--- src/rtl/hazard_stall_unit.sv ---
// hazard_stall_unit: ID-stage pipeline sequencer for the 5-stage MIPS core.
// Generates PC / IF/ID / ID/EX / EX/MEM enables from load-use hazards,
// decoder flush requests and data-memory readiness, with a memory watchdog
// and saturating stall/flush counters for performance debug.
//
// state        | meaning
// -------------+-----------------------------------------------------------
// S_RUN        | normal flow; hazards and flush requests evaluated
// S_LOAD_STALL | one cycle after a load-use bubble; load_use not re-checked
// S_MEM_WAIT   | pipeline frozen waiting on data memory; wait_cnt running
// S_ERROR      | memory watchdog expired; frozen until rst
module hazard_stall_unit #(
  parameter int MEM_TIMEOUT = 16,
  parameter int CNT_W       = 16
) (
  input  logic             clk,
  input  logic             rst,
  input  logic [5:0]       id_opcode,
  input  logic [4:0]       id_rs,
  input  logic [4:0]       id_rt,
  input  logic             ex_mem_read,
  input  logic [4:0]       ex_rt,
  input  logic [1:0]       flush_req,
  input  logic             mem_access,
  input  logic             mem_ready,
  output logic             pc_write,
  output logic             if_id_write,
  output logic             if_id_flush,
  output logic             id_ex_bubble,
  output logic             ex_mem_hold,
  output logic             mem_error,
  output logic [CNT_W-1:0] stall_cycles,
  output logic [CNT_W-1:0] flush_count
);

  typedef enum logic [1:0] {
    S_RUN        = 2'd0,
    S_LOAD_STALL = 2'd1,
    S_MEM_WAIT   = 2'd2,
    S_ERROR      = 2'd3
  } state_t;

  localparam logic [7:0]       TIMEOUT = 8'(MEM_TIMEOUT);
  localparam logic [CNT_W-1:0] CNT_ONE = CNT_W'(1);

  state_t           r_state;
  state_t           w_state_nxt;
  logic [7:0]       r_wait_cnt;
  logic [7:0]       w_wait_cnt_nxt;
  logic [CNT_W-1:0] r_stall_cnt;
  logic [CNT_W-1:0] r_flush_cnt;

  logic w_uses_rt;
  logic w_load_use;
  logic w_mem_stall;

  // Hazard detection: only R-type, beq, bne and sw read rt as a source.
  always_comb begin
    w_uses_rt   = id_opcode inside {6'b000000, 6'b000100, 6'b000101, 6'b101011};
    w_load_use  = ex_mem_read && (ex_rt != 5'd0) &&
                  ((ex_rt == id_rs) || (w_uses_rt && (ex_rt == id_rt)));
    w_mem_stall = mem_access && !mem_ready;
  end

  // Next-state and enable generation; reset forces a bubble and holds the PC.
  always_comb begin
    w_state_nxt    = r_state;
    w_wait_cnt_nxt = r_wait_cnt;
    pc_write       = 1'b1;
    if_id_write    = 1'b1;
    if_id_flush    = 1'b0;
    id_ex_bubble   = 1'b0;
    ex_mem_hold    = 1'b0;
    mem_error      = 1'b0;
    if (rst) begin
      pc_write       = 1'b0;
      if_id_write    = 1'b0;
      id_ex_bubble   = 1'b1;
      w_state_nxt    = S_RUN;
      w_wait_cnt_nxt = 8'd0;
    end else begin
      case (r_state)
        S_RUN, S_MEM_WAIT: begin
          if (w_mem_stall) begin
            pc_write    = 1'b0;
            if_id_write = 1'b0;
            ex_mem_hold = 1'b1;
            if (r_state == S_RUN) begin
              w_state_nxt    = S_MEM_WAIT;
              w_wait_cnt_nxt = 8'd1;
            end else if (r_wait_cnt == TIMEOUT) begin
              w_state_nxt = S_ERROR;
            end else begin
              w_wait_cnt_nxt = r_wait_cnt + 8'd1;
            end
          end else if (w_load_use) begin
            // Branch operands are stale here, so any flush request is dropped;
            // the decoder repeats it in the following cycle.
            pc_write     = 1'b0;
            if_id_write  = 1'b0;
            id_ex_bubble = 1'b1;
            w_state_nxt  = S_LOAD_STALL;
          end else begin
            if_id_flush = (flush_req != 2'b00);
            w_state_nxt = S_RUN;
          end
        end
        S_LOAD_STALL: begin
          if (w_mem_stall) begin
            pc_write       = 1'b0;
            if_id_write    = 1'b0;
            ex_mem_hold    = 1'b1;
            w_state_nxt    = S_MEM_WAIT;
            w_wait_cnt_nxt = 8'd1;
          end else begin
            if_id_flush = (flush_req != 2'b00);
            w_state_nxt = S_RUN;
          end
        end
        S_ERROR: begin
          pc_write    = 1'b0;
          if_id_write = 1'b0;
          ex_mem_hold = 1'b1;
          mem_error   = 1'b1;
        end
        default: begin
          w_state_nxt = S_RUN;
        end
      endcase
    end
  end

  // State and watchdog counter register.
  always_ff @(posedge clk) begin
    if (rst) begin
      r_state    <= S_RUN;
      r_wait_cnt <= 8'd0;
    end else begin
      r_state    <= w_state_nxt;
      r_wait_cnt <= w_wait_cnt_nxt;
    end
  end

  // Saturating performance counters; reset cycles are not counted as stalls.
  always_ff @(posedge clk) begin
    if (rst) begin
      r_stall_cnt <= '0;
      r_flush_cnt <= '0;
    end else begin
      if (!pc_write && !(&r_stall_cnt)) begin
        r_stall_cnt <= r_stall_cnt + CNT_ONE;
      end
      if (if_id_flush && !(&r_flush_cnt)) begin
        r_flush_cnt <= r_flush_cnt + CNT_ONE;
      end
    end
  end

  assign stall_cycles = r_stall_cnt;
  assign flush_count  = r_flush_cnt;

endmodule

--- config.mk ---
export PLATFORM = sky130hd
export DESIGN_NAME = hazard_stall_unit
export DESIGN_NICKNAME = d
export VERILOG_FILES = /design/src/rtl/hazard_stall_unit.sv
export SDC_FILE = /design/constraint.sdc
export NUM_CORES = 1
export LEC_CHECK = 0
export CORE_MARGIN = 2
export CORE_UTILIZATION = 43
export DETAILED_ROUTE_END_ITERATION = 10
export HOLD_SLACK_MARGIN = 0.06
export PLACE_DENSITY = 0.77
export SLEW_MARGIN = 20
export SYNTH_ARGS = -nofsm -noshare
export SYNTH_HDL_FRONTEND = slang
export SYNTH_SLANG_ARGS = --single-unit
export TNS_END_PERCENT = 5
--- constraint.sdc ---
create_clock -name clk -period 2.55 [get_ports clk]
set_input_delay 0.51 -clock clk [delete_from_list [all_inputs] [get_ports clk]]
set_output_delay 0.51 -clock clk [all_outputs]
set_load 0.02 [all_outputs]
Word-level counts from Yosys, hierarchy flattened
Cells that the tools add are included.
- div/mod/pow operators: 0
- magnitude comparators: 0
- multiply operators: 0
- bitwise logic cells: 0
- reductions and logical operators: 23
- mux-type cells: 30
- shift-type cells: 0
- add/sub/neg operators: 3
- equality and inequality tests: 13
- operators by type and width (operator ; number):
    $add 16x1->16 const B ; 2
    $mux 8 ; 4
    $reduce_and 16->1 ; 2
    $mux 1 ; 17
    $pmux 8 s2 ; 1
    $eq 6x3->1 const B ; 2
    $eq 5x5->1 ; 2
    $add 8x1->8 const B ; 1
    $eq 8x5->1 const B ; 1
    $mux 2 ; 4
    $eq 6x6->1 const B ; 1
    $logic_and 1x1->1 ; 6
    $logic_not 6->1 ; 1
    $reduce_bool 5->1 ; 1
    $eq 2x2->1 const B ; 2
    $logic_not 1->1 ; 4
    $ne 2x2->1 const B ; 2
    $ne 4x4->1 const B ; 1
    $pmux 1 s2 ; 2
    $pmux 2 s2 ; 1
    $reduce_and 4->1 ; 1
    $reduce_bool 2->1 ; 2
    $reduce_bool 4->1 ; 1
    $ne 3x3->1 const B ; 1
    other kinds (7) ; 7
- memory bits (read-only): 0
- memories kept: 0
- output and inout bits: 38
- register bits after elaboration: 42
- input bits: 28
- RAM bits: 0
- latch bits: 0

Longest topological paths before layout
Gate-level depths: netlist (run 1).
- depth in word-level cells: 11
- mapped depth: 9

Least setup slack after synthesis (run 1)
Ideal clock, no wire load.
- kind: input port to output port
- from: input id_opcode[1]
- to: output id_ex_bubble
- arrival time: 2098 ps
- buffers on the path: 1
- slack: -58 ps
- stages on the path: 6
- path through: or4_1 -> a2111o_1 -> a21oi_4 -> buf_2 -> nand2_1 -> nand2_1
- word-level cells in the longest chain between the ends: 9
- ends and longest elaborated chain (what ; line ; RTL):
    start, declared ; 18 ; input logic [5:0] id_opcode,
    $eq 6x3->1, or another cell as far along ; 59 ; w_uses_rt = id_opcode inside {6'b000000, 6'b000100, 6'b000101, 6'b101011};
    $reduce_bool 4->1 * ; 59 ;
    $logic_and 1x1->1 * ; 61 ; ((ex_rt == id_rs) || (w_uses_rt && (ex_rt == id_rt)));
    $logic_or 1x1->1 * ; 61 ;
    $logic_and 1x1->1 * ; 60 ; w_load_use = ex_mem_read && (ex_rt != 5'd0) &&
    $mux 1 * ; 96 ; end else if (w_load_use) begin
    $mux 1 * ; 84 ; if (w_mem_stall) begin
    $mux 1 * ; 82 ; case (r_state)
    $mux 1 * ; 75 ; if (rst) begin
    end, declared ; 29 ; output logic id_ex_bubble,
Every way passes the cells marked *; elsewhere a longest branch is shown, timed or not.

Worst setup path after layout (run 1)
- from: input id_opcode[3]
- to: output if_id_flush
- word-level cells in the longest chain between the ends: 9
- ends and longest elaborated chain (what ; line ; RTL):
    $eq 6x3->1, or another cell as far along ; 59 ;
    $reduce_bool 4->1 * ; 59 ;
    $logic_and 1x1->1 * ; 61 ;
    $logic_or 1x1->1 * ; 61 ;
    $logic_and 1x1->1 * ; 60 ;
    $mux 1 * ; 96 ;
    $mux 1 * ; 84 ;
    $pmux 1 s2 * ; 82 ;
    $mux 1 * ; 75 ;
    end, declared ; 28 ; output logic if_id_flush,
Marks and branches as above.

==> results of run 1 <==
cells by family after synthesis:
family / after synthesis / synth area share, %
AOI/OAI and AO/OA: 43 / 14.9
DFF: 42 / 37.5
adders and majority gates: 4 / 2.23
buffers and inverters: 20 / 3.79
muxes: 5 / 2.29
and+or+nand+nor: 119 / 26.4
xor gates and xnor gates: 33 / 12.9
repair_timing:
item                                    in CTS  in global routing
pin swaps                                   11                  4
endpoints found under the setup margin      19                 11
gates resized for setup                     61                  3
setup buffers                                0                  0
sequential cells by signal, summed over array words and instances (netlist names):
signal        cells
flush_count      16
stall_cycles     16
r_state           2
r_wait_cnt        8
layer usage:
layer	track usage [%]	vias up	part of all wire, %
met3	4.38	11	3.9
met1	24.7	1056	45
met5	0	-	0
met4	8.00	0	1.8
li1	-	1106	-
met2	34.8	49	49
power by group through the flow:
stage                     Sequential, uW  Combinational [uW]  Clock [uW]
after floorplan                      700                79.8           0
after global placement               693                 193           0
after detailed placement             693                 198           0
after CTS                            678                 199         547
after global routing                 680                 218         575
final                                678                 202         543
critical path, delay by kind of cell:
kind / cells / cell delay [ps]
buf+inv: 3 / 370
compound gates: 2 / 640
simple gates: 2 / 540
placed cells by master (no fill, tap or decap), drive strengths merged, types with 5 or more instances in the layout:
cell	synthesis	routed
buf	4	30
nor3	11	11
dlygate4sd2	0	9
clkbuf	9	6
o21ai	6	6
a21oi	9	9
xnor2	19	19
clkdlybuf4s50	0	46
nand2	17	17
o21a	7	7
and3	9	9
dfxtp	42	42
xor2	14	14
nor2	33	33
nand3	20	20
nand4	5	5
inv	7	7
nor4	8	8
stage by stage:
step	hold slack, ps	total power [uW]	utilization, %	area (um2)
2_1_floorplan	449	779	-	2250
3_3_place_gp	468	887	61.0	3090
3_5_place_dp	481	891	61.0	3090
4_1_cts	499	1420	63.6	3230
5_1_grt	526	1470	63.8	3240
6_report	493	1420	63.8	3240
final timing paths:
| path | start | to | slack [ps] | depth (start not counted) |
|---|---|---|---|---|
| max | id_opcode[3] | if_id_flush | -30 | 7 |
| min | stall_cycles[8] | stall_cycles[8] | 490 | 2 |
| max reg2reg | stall_cycles[6] | stall_cycles[1] | 280 | 8 |
| min reg2reg | stall_cycles[8] | stall_cycles[8] | 490 | 2 |
layout make-up:
type	instances	area share, %
inverter	7	0.812
sequential	42	26.0
multi-input combinational	204	42.2
clock inverter	1	0.928
tap	70	2.71
timing repair buffer	86	24.8
clock buffer	6	2.55
==> flow_summary.toml, run 1 <==
[yosys]
ys_seq_area_share_pct = 37.5
synth_cell_types = 44
ys_top_cells_by_area = "dfxtp_1 (38%), xnor2_1 (7.4%), nor2_1 (5.5%), xor2_1 (5.5%), nand3_1 (4.5%)"
syn-num-nets = 298
ys_seq_elements = 42
avgSynthCellArea_um2 = 8.43
yosysMostFrequentCell = "dfxtp_1"
synth_ff_type = "dfxtp_1"
synth_enable_flop_cells = 0
netlist_instances = 266
netlist_area_um2 = 2240
async_flop_share_pct = 0
synthTopCellsByCount = "dfxtp_1 (42), nor2_1 (33), nand3_1 (20)"
synth_area_leader_cell = "dfxtp_1"
ys_warn_count = 0
yosysTopAreaCellShare_pct = 37.5

[drt]
viasPerCell = 5.34
drt_iter0_markers = 114
drc = 0
finalWirelength_mm = 5.70
wl_per_cell_um = 13.7
dr_total_vias = 2222
ant_nets = 0
dr.pass1.iters = 4

[min_path]
hold_class = "flop to flop"

[pwr]
seqPwrFrac_pct = 47.7
comb_power_share_pct = 14.2
peakVddDrop_mv = 0.354
p_sw_uw = 339
clockPowerShare_pct = 38.2
p_int_uw = 1080
switching_share_pct = 23.8
p_per_area_nw_per_um2 = 439
p_leak_uw = 0.00121

[clocking]
cts_tree = "done"
clkTransAtPathRegs_ps = 70
htreeDepth = 2
ctsHoldBuffers = 0
numCtsBuffers = 5
root_buffer = "clkbuf_8"
clock_path_buffers = 2
clock-sinks = 42
clk_latency_ps = 300

[job]
maxCapViolations = 0

[status]
run_status = "finished with violations"
failed_checks = "setup timing"

[setup_path]
cp_max_fo = 4
cp_common_cell = "buf_6"
start_kind = "input pin"
arrival_ps = 2070
cp-end-kind = "primary output"
crit_slowest_cell = "or4_4"
worstSetupPathType = "input pin to primary output"
worst-endpoint-required_ps = 2040
cpPeakStageDelay_ps = 510
crit_chain = "buf_6, or4_4, a2111o_1, a21oi_4, buf_6, nor3_4, buf_6"

[timing]
hold_viol = 0
period_needed_ps = 2580
fin_tns_setup_ps = -34.0
worst_pin_slew_ps = 548
layout_setup_ws_ps = -34.0
rsz0062_at_grt = "yes"
clock_skew_ps = 7.86
fmax_mhz = 387
finalMaxSlewViolations = 0
finalCritPeriodShare_pct = 101
relSlewSlack_pct = 63.1
setup_viol = 1

[finish]
fin_nets = 378
drive_gt1_share_pct = 15.6
stdcell_count = 416
multiInputGateArea_um2 = 1370
fillers = 454
syn2layout_area_growth_pct = 44.4
regArea_um2 = 841
n_antenna_cell = 0

[global_route]
grt_first_pass_wirelength_mm = 9.75
gr-total-overflow = 0
grt_usage_pct = 20.3
antenna_found_initial = 0
grt_max_degree = 32
first_global_vias = 2150

[place]
dpl.hpwl_mm = 4.11
place_ws_ps = -841
port_buffers = 65
gp_congestion = 0.825
post-place-cells = 409

[die]
die_x_um = 76.2
core_area_um2 = 5070
row_count = 26
start_util_pct = 44.2
io_pins = 66
die-height_um = 76.2
dieArea_um2 = 5810
(Power assumes the default switching activity.)
==> run 2, diff against run 1 <==
--- a/config.mk
+++ b/config.mk
@@ -10,7 +10,6 @@
 export DETAILED_ROUTE_END_ITERATION = 10
 export HOLD_SLACK_MARGIN = 0.06
 export PLACE_DENSITY = 0.77
-export SLEW_MARGIN = 20
 export SYNTH_ARGS = -nofsm -noshare
 export SYNTH_HDL_FRONTEND = slang
 export SYNTH_SLANG_ARGS = --single-unit
==> results of run 2 <==
The final DEF is identical to that of run 1; final timing and power are the same.
==> run 3, diff against run 2 <==
--- a/config.mk
+++ b/config.mk
@@ -7,10 +7,10 @@
 export LEC_CHECK = 0
 export CORE_MARGIN = 2
 export CORE_UTILIZATION = 43
+export CTS_CLUSTER_DIAMETER = 30
 export DETAILED_ROUTE_END_ITERATION = 10
 export HOLD_SLACK_MARGIN = 0.06
 export PLACE_DENSITY = 0.77
 export SYNTH_ARGS = -nofsm -noshare
 export SYNTH_HDL_FRONTEND = slang
 export SYNTH_SLANG_ARGS = --single-unit
-export TNS_END_PERCENT = 5
==> run 3 against run 2 <==
Effect of this change: the flow still finishes with violations (setup timing); via count decreased by 0.36%; flip-flop and latch count unchanged; fmax about the same; sequential share of layout area about the same; cell count unchanged; critical path depth unchanged; combinational power about the same; sequential power about the same; worst setup slack about the same; routed wire length decreased by 0.23%; design area about the same; die area unchanged.
==> flow_summary.toml, run 3 (synthesized netlist as in run 1, its figures left out) <==
[status]
run_status = "finished with violations"
failed_checks = "setup timing"

[setup_path]
start_kind = "input pin"
worst-endpoint-required_ps = 2040
worstSetupPathType = "input pin to primary output"
cp_common_cell = "buf_6"
crit_chain = "buf_6, or4_4, a2111o_1, a21oi_4, buf_6, nor3_4, buf_6"
cp_max_fo = 4
r2r-start = "stall_cycles[6]"
cpPeakStageDelay_ps = 510
crit_path_start = "id_opcode[3]"
cp-end-kind = "primary output"
crit_slowest_cell = "or4_4"
arrival_ps = 2070

[timing]
fmax_mhz = 387
setup_viol = 1
rsz0062_at_grt = "yes"
worst_pin_slew_ps = 536
hold_viol = 0
clock_skew_ps = 7.89
finalCritPeriodShare_pct = 101
relSlewSlack_pct = 63.9
layout_setup_ws_ps = -34.2
period_needed_ps = 2580
finalMaxSlewViolations = 0

[place]
post-place-cells = 409
gp_congestion = 0.825
port_buffers = 65
dpl.hpwl_mm = 4.11

[global_route]
grt_usage_pct = 20.2
grt_first_pass_wirelength_mm = 9.74
grt_max_degree = 32
antenna_found_initial = 0
gr-total-overflow = 0
first_global_vias = 2149

[finish]
layout_commonest_cell = "clkdlybuf4s50_1"
fin_nets = 378
final_core_util_pct = 63.8
syn2layout_area_growth_pct = 44.5
final_cell_mix = "clkdlybuf4s50_1 (46), dfxtp_1 (42), nor2_1 (32), nand3_1 (20), buf_4 (18)"
stdcell_count = 416
n_antenna_cell = 0
fillers = 453
drive_gt1_share_pct = 15.6

[die]
start_util_pct = 44.2
die-height_um = 76.2
row_count = 26
die_x_um = 76.2
io_pins = 66
dieArea_um2 = 5810
core_area_um2 = 5070

[clocking]
cts_tree = "done"
clkTransAtPathRegs_ps = 70
clock_path_buffers = 2
root_buffer = "clkbuf_8"
ctsHoldBuffers = 0
htreeDepth = 2
postCtsSetupRepairBufs = 0
clk_latency_ps = 300
clock-sinks = 42
numCtsBuffers = 5

[pwr]
peakVddDrop_mv = 0.354
p_per_area_nw_per_um2 = 439
p_leak_uw = 0.00121

[drt]
dr.pass1.iters = 4
dr_total_vias = 2214
drt_iter0_markers = 151
viasPerCell = 5.32
drc = 0
ant_nets = 0
wl_per_cell_um = 13.7
finalWirelength_mm = 5.69

[min_path]
worstHoldStart = "stall_cycles[8]"
hold_class = "flop to flop"

[job]
maxCapViolations = 0
-- run 3: repair_timing --
item | CTS | global route
setup endpoints to repair | 19 | 11
pin swaps | 11 | 5
endpoints found under the hold margin | 0 | 0
gates resized for setup | 62 | 3
-- run 3: layout make-up --
class                           instances  area [um2]  area share (%)
Multi-Input combinational cell        204        1370            42.2
Sequential cell                        42         841            26.0
Timing Repair Buffer                   86         806            24.9
Tap cell                               70        87.6            2.70
Clock buffer                            6        82.6            2.55
Clock inverter                          1        30.0           0.927
Inverter                                7        26.3           0.811
-- run 3: worst paths after layout --
| path | endpoint | slack (ps) | cells after the start |
|---|---|---|---|
| worst max-delay path | if_id_flush | -30 | 7 |
| worst min-delay path | stall_cycles[8] | 490 | 2 |
| worst min register to register | stall_cycles[8] | 490 | 2 |
| worst max register to register | stall_cycles[1] | 280 | 8 |
-- run 3: power breakdown --
part	internal (uW)	leakage, uW	total [uW]	switching, uW
sequential	665	0.000339	678	13.0
combinational	106	0.000809	202	95.7
clock	313	0.0000573	541	228
total	1080	0.00121	1420	337
-- run 3: per-layer routing --
metal  global-route usage, %  vias to the layer above  share of wire (%)
met5                       0                        -                  0
met4                    8.00                        0                1.8
met3                    4.38                       11                4.0
met2                    34.8                       39                 50
met1                    24.6                     1056                 45
li1                        -                     1108                  -
-- run 3: metrics by stage --
step	setup WS (ps)	power [uW]	instance area (um2)	hold slack, ps	setup TNS (ps)
6_report	-34.2	1420	3240	493	-34.2
5_1_grt	-89.0	1470	3240	526	-272
4_1_cts	-59.4	1420	3230	499	-102
3_5_place_dp	-841	891	3090	481	-13920
3_3_place_gp	-837	887	3090	468	-13620
2_1_floorplan	12.3	779	2250	449	0
-- run 3: worst max-delay path, delay by kind of cell --
family,cells,cell delay (ps)
buffers and inverters,3,370
AO/OA/AOI/OAI,2,640
AND/OR/NAND/NOR,2,540
